### config.mk
export PLATFORM = sky130hd
export DESIGN_NAME = chroma_lock_ctrl
export DESIGN_NICKNAME = d
export VERILOG_FILES = /design/src/rtl/chroma_lock_ctrl.sv
export SDC_FILE = /design/constraint.sdc
export NUM_CORES = 1
export LEC_CHECK = 0
export ABC_AREA = 1
export ABC_CLOCK_PERIOD_IN_PS = 1650
export BUFFER_PORTS_ARGS = -buffer_cell sky130_fd_sc_hd__buf_2
export CORE_MARGIN = 3
export CORE_UTILIZATION = 30
export DETAILED_ROUTE_END_ITERATION = 16
export PLACE_DENSITY = 0.47
export SLEW_MARGIN = 20
export SYNTH_ARGS = -nofsm -noshare
export SYNTH_HDL_FRONTEND = slang
export SYNTH_SLANG_ARGS = --single-unit
### constraint.sdc
create_clock -name clk -period 1.65 [get_ports clk]
set_input_delay 0.495 -clock clk [delete_from_list [all_inputs] [get_ports clk]]
set_output_delay 0.495 -clock clk [all_outputs]
set_load 0.01 [all_outputs]
### src/rtl/chroma_lock_ctrl.sv
// Colour-burst lock sequencer: gates the burst window per line, grades each line
// and drives PLL acquire/track gains, lock status and colour kill.
//
// line state | meaning
// NOSYNC     | no hsync edge seen recently; waiting for the first edge
// WAIT       | edge seen, counting up to the burst window
// BURST      | burst gate open, tracking peak phase error and amplitude
// EVAL       | one-cycle line grading, line_strobe high
// IDLE       | line graded, waiting for the next edge
// lock state | meaning
// ACQUIRE    | wide gains, searching for lock
// TRACK      | narrow gains, locked
module chroma_lock_ctrl #(
  parameter int BURST_START  = 40,
  parameter int BURST_LEN    = 20,
  parameter int LOCK_THRESH  = 64,
  parameter int LOCK_LINES   = 8,
  parameter int UNLOCK_LINES = 3,
  parameter int MIN_AMP      = 128,
  parameter int LINE_TIMEOUT = 6000
) (
  input  logic               clk,
  input  logic               rst_n,
  input  logic               hsync_in,
  input  logic signed [11:0] phase_error,
  input  logic        [11:0] burst_amp,
  output logic               burst_active,
  output logic               gain_sel,
  output logic               filter_clear,
  output logic               locked,
  output logic               color_kill,
  output logic               line_strobe
);

  localparam int CW = $clog2(LINE_TIMEOUT + 1);
  localparam int GW = $clog2(LOCK_LINES + 1);
  localparam int BW = $clog2(UNLOCK_LINES + 1);
  localparam logic [CW-1:0] CNT_SAT   = CW'(LINE_TIMEOUT);
  localparam logic [CW-1:0] CNT_TO    = CW'(LINE_TIMEOUT - 1);
  localparam logic [CW-1:0] CNT_BURST = CW'(BURST_START - 1);
  localparam logic [CW-1:0] CNT_EVAL  = CW'(BURST_START + BURST_LEN - 1);
  localparam logic [GW-1:0] GOOD_MAX  = GW'(LOCK_LINES);
  localparam logic [BW-1:0] BAD_MAX   = BW'(UNLOCK_LINES);

  typedef enum logic [2:0] {S_NOSYNC, S_WAIT, S_BURST, S_EVAL, S_IDLE} line_t;
  typedef enum logic {L_ACQUIRE, L_TRACK} lock_t;

  line_t          line_st;
  lock_t          lock_st;
  logic           hs_q, hs_d, pend_edge;
  logic [CW-1:0]  line_cnt;
  logic [10:0]    err_max, err_abs;
  logic [11:0]    amp_max, neg_err;
  logic [GW-1:0]  good_cnt, good_nxt;
  logic [BW-1:0]  bad_cnt, bad_nxt, low_cnt, low_nxt;
  logic           hs_edge, timeout, amp_ok, good;

  assign hs_edge = hs_q & ~hs_d;
  assign timeout = (line_cnt == CNT_TO) && (line_st != S_NOSYNC);
  assign neg_err = 12'(-phase_error);

  always_comb begin
    err_abs = phase_error[10:0];
    // -2048 has no positive 12-bit twin, so it saturates to 2047
    if (phase_error[11])
      err_abs = (phase_error == -12'sd2048) ? 11'h7ff : neg_err[10:0];
    amp_ok   = amp_max >= 12'(MIN_AMP);
    good     = amp_ok && (err_max <= 11'(LOCK_THRESH));
    good_nxt = '0;
    bad_nxt  = '0;
    low_nxt  = '0;
    if (good) good_nxt = (good_cnt == GOOD_MAX) ? good_cnt : good_cnt + GW'(1);
    else      bad_nxt  = (bad_cnt == BAD_MAX) ? bad_cnt : bad_cnt + BW'(1);
    if (!amp_ok) low_nxt = (low_cnt == BAD_MAX) ? low_cnt : low_cnt + BW'(1);
  end

  always_ff @(posedge clk or negedge rst_n) begin
    if (!rst_n) begin
      line_st      <= S_NOSYNC;
      lock_st      <= L_ACQUIRE;
      hs_q         <= 1'b0;
      hs_d         <= 1'b0;
      pend_edge    <= 1'b0;
      line_cnt     <= '0;
      err_max      <= '0;
      amp_max      <= '0;
      good_cnt     <= '0;
      bad_cnt      <= '0;
      low_cnt      <= '0;
      burst_active <= 1'b0;
      gain_sel     <= 1'b1;
      filter_clear <= 1'b0;
      locked       <= 1'b0;
      color_kill   <= 1'b1;
      line_strobe  <= 1'b0;
    end else begin
      hs_q         <= hsync_in;
      hs_d         <= hs_q;
      filter_clear <= 1'b0;
      line_strobe  <= 1'b0;
      pend_edge    <= 1'b0;
      if (line_cnt != CNT_SAT) line_cnt <= line_cnt + CW'(1);

      if (timeout) begin
        // an edge landing on the timeout cycle is replayed one cycle later
        line_st      <= S_NOSYNC;
        lock_st      <= L_ACQUIRE;
        pend_edge    <= hs_edge;
        burst_active <= 1'b0;
        locked       <= 1'b0;
        gain_sel     <= 1'b1;
        good_cnt     <= '0;
        bad_cnt      <= '0;
        low_cnt      <= '0;
        filter_clear <= 1'b1;
        color_kill   <= 1'b1;
      end else begin
        if (line_st == S_EVAL) begin
          good_cnt <= good_nxt;
          bad_cnt  <= bad_nxt;
          low_cnt  <= low_nxt;
          if (lock_st == L_ACQUIRE && good_nxt == GOOD_MAX) begin
            lock_st  <= L_TRACK;
            locked   <= 1'b1;
            gain_sel <= 1'b0;
          end else if (lock_st == L_TRACK && bad_nxt == BAD_MAX) begin
            lock_st      <= L_ACQUIRE;
            locked       <= 1'b0;
            gain_sel     <= 1'b1;
            filter_clear <= 1'b1;
          end
          if (low_nxt == BAD_MAX) color_kill <= 1'b1;
          else if (amp_ok)        color_kill <= 1'b0;
        end

        unique case (line_st)
          S_NOSYNC: if (hs_edge || pend_edge) begin
            line_st  <= S_WAIT;
            line_cnt <= CW'(1);
          end
          S_WAIT: begin
            if (hs_edge) begin
              line_cnt <= CW'(1);
            end else if (line_cnt == CNT_BURST) begin
              line_st      <= S_BURST;
              burst_active <= 1'b1;
              err_max      <= '0;
              amp_max      <= '0;
            end
          end
          S_BURST: begin
            if (hs_edge) begin
              line_st      <= S_WAIT;
              burst_active <= 1'b0;
              line_cnt     <= CW'(1);
            end else begin
              if (err_abs > err_max)   err_max <= err_abs;
              if (burst_amp > amp_max) amp_max <= burst_amp;
              if (line_cnt == CNT_EVAL) begin
                line_st      <= S_EVAL;
                burst_active <= 1'b0;
                line_strobe  <= 1'b1;
              end
            end
          end
          S_EVAL, S_IDLE: begin
            if (hs_edge) begin
              line_st  <= S_WAIT;
              line_cnt <= CW'(1);
            end else begin
              line_st <= S_IDLE;
            end
          end
          default: line_st <= S_NOSYNC;
        endcase
      end
    end
  end

endmodule

==> impl_metrics.toml <==
[status]
status = "finished, violations left"
violations = "setup timing"

[floorplan]
fp.dieW_um = 120
coreArea_um2 = 12700
rows = 41
start_util_pct = 30.8
dieHeight_um = 120
ios = 33
fp.dieArea_um2 = 14400

[timing]
fmaxAchievable_mhz = 442
maxSlewHeadroom_pct = 78.6
period_share_pct = 137
worst_pin_slew_ns = 0.321
whs_ns = 0.164
rsz0062_at_grt = "true"
drv_slew = 0
setup_viol = 23
hold_viol = 0
setup_slack_ns = -0.614
clock_skew_ns = 0.00453
period_needed_ns = 2.26

[critical_path]
cp.arrival_ns = 2.46
crit_family = "simple AND/OR/NAND/NOR gates"
critPathBufInv = 5
cp_cell_sequence = "buf_12 -> inv_12 -> ha_4 -> nand3_4 -> nor2_4 -> buf_6 -> nand3b_4 -> nand3_4 -> ha_4 -> nand2_2 -> inv_2 -> nand2_2 -> nand2_2 -> nand2_2 -> nand3_2 -> nand2_2 -> nand2_4 -> buf_6 -> nand3_1 -> nand2_1"
cp_max_fo = 5
crit_path_frequent_cell = "nand2_2"
cp_slowest_stage_delay_ns = 0.22
cp.required_ns = 1.85
critPathLaunchType = "input pin"
critPathCaptureType = "flip-flop"
critPathKind = "in2reg"
critPathSlowestCell = "ha_4"

[placed_design]
gp_congestion = 0.786
port_buffers = 32
dpl_cell_area_um2 = 4910
hpwl_um = 7190

[detailed_routing]
routed_wl_um = 10100
dr.pass1.iters = 4
drc = 0
wl_per_cell_um = 11.8
vias = 3811
ant_nets = 0
drt_iter0_markers = 218
viasPerCell = 4.44

[power]
p_total_mw = 7.51
leakage_nw = 2.94
p_switching_mw = 3.21
power_density_nw_per_um2 = 1310
internal_power_mw = 4.30
worst_ir_drop_vdd_mv = 0.631
combPwrFrac_pct = 58.6
switching_share_pct = 42.7
p_clk_share_pct = 14.7
pwr-share-seq_pct = 26.7

[yosys]
synthArstFlopShare_pct = 100
synth_edf_count = 0
yosys-top-cells-count = "167 x nand2_1, 84 x inv_1, 66 x nor2_1, 54 x dfrtp_1, 36 x nand3_1"
synthTopCellsByArea = "dfrtp_1 35%, nand2_1 16%, ha_1 9.0%"
ys_warn_count = 0
syn_nets = 613
synth_top_area_share_pct = 34.6
synth_cell_types = 32
seq_area_frac_synth_pct = 36.0
syn_area_um2 = 3900
post-synth-top-area-cell = "dfrtp_1"
synth_seq_cells = 56
syn_area_per_cell_um2 = 6.99
syn-instance-count = 558
synthMostInstantiatedCell = "nand2_1"
synthFlopType = "dfrtp_1"

[cts]
clock-sinks = 56
cts.reportedPaths.clkPinSlew_ns = 0.08
clk-insertion-delay-late_ns = 0.30
htree_levels = 2
clk_path_buf_depth = 2
cts_hold_buf = 0
cts-root-buf = "clkbuf_16"
cts_buffers = 5
cts_tree = "yes"

[global_routing]
antenna_found_initial = 0
grt_pass1_vias = 3865
grt_pass1_wl_um = 17300
grt-ovfl-total = 0
grt_start_max_net_pins = 57
track_usage_pct = 14.6

[cells_and_area]
fin_nets = 741
post-route-util_pct = 45.4
syn_to_final_growth_pct = 47.5
layout-drive-gt1-share_pct = 39.6
antenna_cells = 0
fin_area_um2 = 5750

[hold_path]
hold_class = "in2async"

[flow_run]
max_cap_violations = 0
==> layout make-up <==
| class | count | area (um2) |
|---|---|---|
| inverter | 97 | 379 |
| timing repair buffer | 128 | 988 |
| tap | 172 | 215 |
| clock buffer | 6 | 129 |
| fill | 1317 | 6920 |
| multi-input combinational | 398 | 2620 |
| clock inverter | 2 | 13.8 |
| sequential | 56 | 1400 |
==> power groups by stage <==
stage                     registers [mW]  logic (mW)  clock network, mW
after global placement              1.99        3.35                  0
after detailed placement            1.99        3.39                  0
after CTS                           1.99        3.92               1.16
after global routing                2.05        5.00               1.19
final                               2.00        4.40               1.10
after floorplan                     1.97        2.28                  0
==> worst register-to-register path, stage by stage, from the launching register on <==
cell and delay (ns):
dfrtp_1 0.37, inv_1 0.07, ha_1 0.31, nand2_1 0.08, nand2_1 0.06, nand2_2 0.07
nand2_2 0.06, nand2_2 0.07, nand3_2 0.07, nand2_2 0.10, nand2_4 0.09, buf_6 0.14
nand3_1 0.07, nand2_1 0.05
==> what timing repair did <==
item	4_1_cts	5_1_grt
pin swaps	21	43
buffers inserted	15	5
gates cloned	4	0
setup endpoints to repair	35	43
resized for setup	58	72
==> through the flow <==
step	std cells	setup WS (ns)	TNS, ns
floorplan	558	-0.681	-7.48
global placement	827	-0.949	-13.83
detailed placement	827	-1.02	-14.87
CTS	854	-0.621	-7.32
global route	859	-0.746	-10.37
finish	859	-0.614	-7.27
==> flip-flops by register name (all words and copies together) (netlist names) <==
| signal | cells |
|---|---|
| line_st | 3 |
| burst_active | 1 |
| err_max | 11 |
| good_cnt | 4 |
| pend_edge | 1 |
| amp_max | 12 |
| bad_cnt | 2 |
| hs_q | 1 |
| line_strobe | 1 |
| line_cnt | 13 |
| lock_st | 1 |
| gain_sel | 1 |
| low_cnt | 2 |
| hs_d | 1 |
| filter_clear | 1 |
| color_kill | 1 |
==> layer usage <==
metal,vias up,global-route usage (%),wire length (um)
met1,1763,18.7,4730
met4,0,3.94,111
met5,-,0,0
met2,30,25.3,5070
met3,11,2.31,198
li1,2007,-,-
==> cells by family after synthesis <==
group | count (synthesis) | share of synthesized area [%]
fa+ha+maj | 28 | 8.98
flops | 56 | 36.0
compound gates | 33 | 4.59
buf+inv | 107 | 11.2
xor+xnor | 8 | 1.80
simple gates | 326 | 37.4
==> worst paths after layout <==
check                                from           end  slack (ns)  depth (start not counted)
setup / recovery           phase_error[1]    err_max[8]       -0.61                         20
hold / removal                      rst_n  line_cnt[10]        0.16                          2
hold reg to reg                      hs_q          hs_d        0.40                          0
max in group asynchronous           rst_n    color_kill        1.17                          2
setup reg to reg               err_max[4]    err_max[8]       -0.07                         13
min in group clk                 hsync_in          hs_q        0.31                          1
==> layout by cell type, fill, tap and decap left out, drive strengths merged, types with 13 or more instances in the layout <==
master	netlist	layout
nand4	16	16
inv	97	98
dfrtp	54	54
nor2	70	70
ha	28	28
buf	9	128
nor3	13	13
nand3b	13	14
nand3	37	37
nand2	174	176
(Power assumes the default switching activity.)
